===== src/rtl/mult_sequencer.sv =====
// Multi-cycle signed MULT sequencer for the EX stage: stalls the pipeline while a
// shift-add multiply runs over DATA_W iterations, then publishes the product on hi/lo.
module mult_sequencer #(
  parameter int unsigned DATA_W    = 32,
  parameter logic [3:0]  MULT_CODE = 4'd6
) (
  input  logic              clk,
  input  logic              rst,
  input  logic              instr_valid,
  input  logic [3:0]        alu_control,
  input  logic [DATA_W-1:0] op_a,
  input  logic [DATA_W-1:0] op_b,
  output logic              stall,
  output logic              busy,
  output logic              done,
  output logic [DATA_W-1:0] hi,
  output logic [DATA_W-1:0] lo
);

  localparam int unsigned PROD_W = 2 * DATA_W;
  localparam int unsigned CNT_W  = (DATA_W > 1) ? $clog2(DATA_W) : 1;
  localparam logic [CNT_W-1:0] LAST_ITER = CNT_W'(DATA_W - 1);

  typedef enum logic [1:0] {
    S_IDLE,
    S_BUSY,
    S_FIX,
    S_DONE
  } state_t;

  state_t            state, state_nxt;
  logic [CNT_W-1:0]  cnt, cnt_nxt;
  logic [PROD_W-1:0] mcand, mcand_nxt;
  logic [DATA_W-1:0] mplier, mplier_nxt;
  logic [PROD_W-1:0] acc, acc_nxt;
  logic              neg, neg_nxt;
  logic [DATA_W-1:0] hi_nxt, lo_nxt;

  logic              start;
  logic [DATA_W-1:0] mag_a, mag_b;
  logic [PROD_W-1:0] acc_fixed;

  assign start = instr_valid && (alu_control == MULT_CODE);

  // Magnitudes as unsigned; the most negative value maps to 2^(DATA_W-1) naturally.
  assign mag_a = op_a[DATA_W-1] ? (~op_a + DATA_W'(1)) : op_a;
  assign mag_b = op_b[DATA_W-1] ? (~op_b + DATA_W'(1)) : op_b;

  // Sign correction applied once after the unsigned iterations.
  assign acc_fixed = neg ? (~acc + PROD_W'(1)) : acc;

  // Next-state and datapath update
  always_comb begin
    state_nxt  = state;
    cnt_nxt    = cnt;
    mcand_nxt  = mcand;
    mplier_nxt = mplier;
    acc_nxt    = acc;
    neg_nxt    = neg;
    hi_nxt     = hi;
    lo_nxt     = lo;

    unique case (state)
      S_IDLE: begin
        if (start) begin
          mcand_nxt  = PROD_W'(mag_a);
          mplier_nxt = mag_b;
          neg_nxt    = op_a[DATA_W-1] ^ op_b[DATA_W-1];
          acc_nxt    = '0;
          cnt_nxt    = '0;
          state_nxt  = S_BUSY;
        end
      end
      S_BUSY: begin
        if (mplier[0]) begin
          acc_nxt = acc + mcand;
        end
        mcand_nxt  = mcand << 1;
        mplier_nxt = mplier >> 1;
        cnt_nxt    = cnt + CNT_W'(1);
        if (cnt == LAST_ITER) begin
          state_nxt = S_FIX;
        end
      end
      S_FIX: begin
        acc_nxt   = acc_fixed;
        hi_nxt    = acc_fixed[PROD_W-1:DATA_W];
        lo_nxt    = acc_fixed[DATA_W-1:0];
        state_nxt = S_DONE;
      end
      S_DONE: begin
        state_nxt = S_IDLE;
      end
      default: begin
        state_nxt = S_IDLE;
      end
    endcase
  end

  // State and datapath registers
  always_ff @(posedge clk) begin
    if (rst) begin
      state  <= S_IDLE;
      cnt    <= '0;
      mcand  <= '0;
      mplier <= '0;
      acc    <= '0;
      neg    <= 1'b0;
      hi     <= '0;
      lo     <= '0;
    end else begin
      state  <= state_nxt;
      cnt    <= cnt_nxt;
      mcand  <= mcand_nxt;
      mplier <= mplier_nxt;
      acc    <= acc_nxt;
      neg    <= neg_nxt;
      hi     <= hi_nxt;
      lo     <= lo_nxt;
    end
  end

  // stall covers the start cycle so the MULT holds in EX until its result is ready.
  assign stall = ((state == S_IDLE) && start) || (state == S_BUSY) || (state == S_FIX);
  assign busy  = (state != S_IDLE);
  assign done  = (state == S_DONE);

endmodule


===== config.mk =====
export PLATFORM = sky130hd
export DESIGN_NAME = mult_sequencer
export DESIGN_NICKNAME = d
export VERILOG_FILES = /design/src/rtl/mult_sequencer.sv
export SDC_FILE = /design/constraint.sdc
export NUM_CORES = 1
export LEC_CHECK = 0
export CORE_UTILIZATION = 45
export DETAILED_ROUTE_END_ITERATION = 16
export GPL_TIMING_DRIVEN = 0
export SLEW_MARGIN = 20
export SYNTH_ARGS = -nofsm -noshare
export SYNTH_HDL_FRONTEND = slang
export SYNTH_SLANG_ARGS = --single-unit

===== constraint.sdc =====
create_clock -name clk -period 3.7 [get_ports clk]
set_input_delay 0.74 -clock clk [delete_from_list [all_inputs] [get_ports clk]]
set_output_delay 0.74 -clock clk [all_outputs]
set_load 0.005 [all_outputs]

==> metrics.txt <==
Worst EP arrival=4.10 ns; hpwl dp=48.5 mm; final core utilization=55.0%; Max FO, Critical Path=7; final wirelength=61.8 mm; Avg WL per Cell=22.3 microns; minimum clock period=3.62 ns; Seq/Total Area, Yosys=29.4%; die area=0.0359 sq mm; Clock Latency Late Sink=0.56 ns; Hold Path Class=flip-flop to flip-flop; first-pass GRT wire length=92.9 mm; total core area=0.0345 sq mm; peak supply drop=0.363 mV; Initial Utilization=45.8%; period utilization=97.9%; leakage=0.00701 uW; clock slew at reported path FFs=0.06 ns; Tot Pwr=8120 uW; Die Y=189 microns; post-synthesis net count=2273; endpoints failing setup=0; Primary FF master, synth=dfxtp_1; global-route usage over all layers=33.9%; Crit Path Category=flip-flop to flip-flop; distinct cell type count after synthesis=77; Worst Path Required=4.18 ns; TritonRoute pass-1 iters=5; Max-slew headroom=19.1%; #FFs+latches synth=232; status=complete, no violations; crit end category=flip-flop; Final Skew=0.0196 ns; Sink Count=232; max frequency=0.276 GHz; cells after synthesis=2128; row count=68; largest net degree at the start of global routing=14; Final Hold Viols=0; power per cell area=428 mW/mm^2; # IOs=138; initial antenna violation count=2; Worst-Margin Slew=1.21 ns; P&R area growth vs syn=20.0%; Synth Cell Area=0.0158 sq mm; GRT overflow=0; EDFF count, synth=0; Final nets=2444; Avg Vias per Cell=6.10; pre-CTS setup slack=-1.12 ns; Yosys warning count=0; number of global-route vias before repair=15600; die width=189 microns; fin worst setup slack=0.0782 ns; worst hold slack=0.450 ns; DRC=0; layout cells sized above 1=4.87%; gpl congestion=0.979; H-tree depth=1; number of max-cap violations=0; Num CTS Buffers=28; via count=16900; CTS tree=done; FILL cells=3407; port buffer count=137; Pins Over Slew Limit=0; startpoint types=flip-flop; asr flop ratio synth=0%; antenna fix cells=0; syn avg cell area=7.43 sq um; Root Buffer=clkbuf_16; CTS Buffer Depth=3; Post-DRT Antenna Nets=0; DR iter-0 viols=1638
## timing repair
action | 4_1_cts | 5_1_grt
endpoints found under the setup margin | 41 | 37
hold buffers | 0 | 0
pin swaps | 2 | 2
gates cloned | 0 | 0
buffers inserted | 4 | 3
gates resized for setup | 25 | 22
hold endpoints to repair | 0 | 0
## cell families (layout without fill, tap and decap cells)
group                    count (synthesis)  after routing  synth area share (%)
flip-flops                             232            232                  29.4
XOR/XNOR                               167            167                  9.25
AND/OR/NAND/NOR                        765            765                  22.0
AO/OA/AOI/OAI                          687            687                  27.8
multiplexers                            21             21                  1.34
buffers and inverters                  182            372                  4.35
adder cells (fa/ha/maj)                 74             74                  5.90
## layout make-up
type                       instances  area (sq um)  area share [%]
clock inverter                     8          96.3           0.507
inverter                          40           150           0.791
multi-input combinational       1714         10700            56.2
clock buffer                      41           871            4.59
timing repair buffer             144          1420            7.50
buffer                           139           553            2.91
sequential                       232          4640            24.5
tap                              455           569            3.00
## flip-flops by register name, summed over array words and instances (netlist names)
name / cells
acc: 64
lo: 32
state: 2
hi: 32
mcand: 64
mplier: 32
cnt: 5
neg: 1
## where the power goes
group	total [uW]	leakage, uW	internal (uW)	switching [uW]
combinational	2470	0.00465	763	1710
clock	2890	0.000480	1750	1140
sequential	2760	0.00187	2640	119
total	8120	0.00701	5160	2960
## cells in the mapped netlist, drive strengths merged (20+ instances only)
library cell / n / area share [%]
o21ai: 142 / 4.5
dfxtp: 232 / 29
clkbuf: 126 / 3.0
ha: 73 / 5.8
o31ai: 45 / 2.1
xnor2: 73 / 4.0
o21bai: 26 / 1.2
nor3: 70 / 2.3
a21oi: 204 / 6.5
inv: 39 / 0.93
a31oi: 22 / 0.87
a21o: 44 / 2.1
nand3: 48 / 1.6
xor2: 94 / 5.2
nand2: 313 / 7.4
nand4: 28 / 1.1
mux2i: 20 / 1.3
nor2: 193 / 4.6
o41ai: 21 / 1.4
a211oi: 51 / 2.4
a22oi: 41 / 1.9
## per-layer routing
| metal | wire [microns] | GRT usage (%) | vias up |
|---|---|---|---|
| li1 | - | - | 8054 |
| met1 | 28800 | 49.3 | 7993 |
| met2 | 25600 | 50.7 | 754 |
| met3 | 5340 | 4.91 | 122 |
| met4 | 2060 | 11.4 | 2 |
| met5 | 14 | 0 | - |
## metrics by stage
| step | cells | setup TNS, ns | instance area [sq um] |
|---|---|---|---|
| final | 2773 | 0 | 19000 |
| after global routing | 2773 | -0.0102 | 19000 |
| after CTS | 2772 | 0 | 18900 |
| after detailed placement | 2720 | -35.59 | 17800 |
| after global placement | 2720 | -35.76 | 17800 |
| after floorplan | 2128 | 0 | 15800 |
## worst max-delay path, stage by stage, from the launching register on
cell and delay [ns]:
dfxtp_1 0.56, ha_1 0.41, and3_1 0.27, and2_1 0.18
a32o_1 0.24, o21ai_0 0.59, a211oi_2 0.20, o21ai_1 0.48
a21oi_1 0.20, o21a_1 0.22, o31ai_1 0.20
## worst paths after layout
path / slack, ns / cells after the start / endpoint / startpoint
max reg2reg: 0.08 / 10 / acc[54] / acc[15]
min: 0.45 / 2 / mplier[18] / mplier[18]
min reg2reg: 0.45 / 2 / mplier[18] / mplier[18]
max: 0.08 / 10 / acc[54] / acc[15]
## layout by cell type, fill, tap and decap left out, drive strengths merged, types with 16 or more instances in the layout
| cell type | count |
|---|---|
| a21o | 44 |
| ha | 73 |
| dfxtp | 232 |
| nand3 | 48 |
| buf | 24 |
| clkbuf | 163 |
| o41ai | 21 |
| mux2i | 20 |
| inv | 40 |
| or3 | 19 |
| clkdlybuf4s50 | 137 |
| nand2 | 313 |
| a211oi | 51 |
| o21bai | 26 |
| o31ai | 45 |
| a31oi | 22 |
| a21oi | 204 |
| a22oi | 41 |
| nor3 | 70 |
| nand4 | 28 |
| or4 | 16 |
| xor2 | 94 |
| nor2 | 193 |
| o21ai | 142 |
| xnor2 | 73 |
Power figures use the tool's default switching activity.
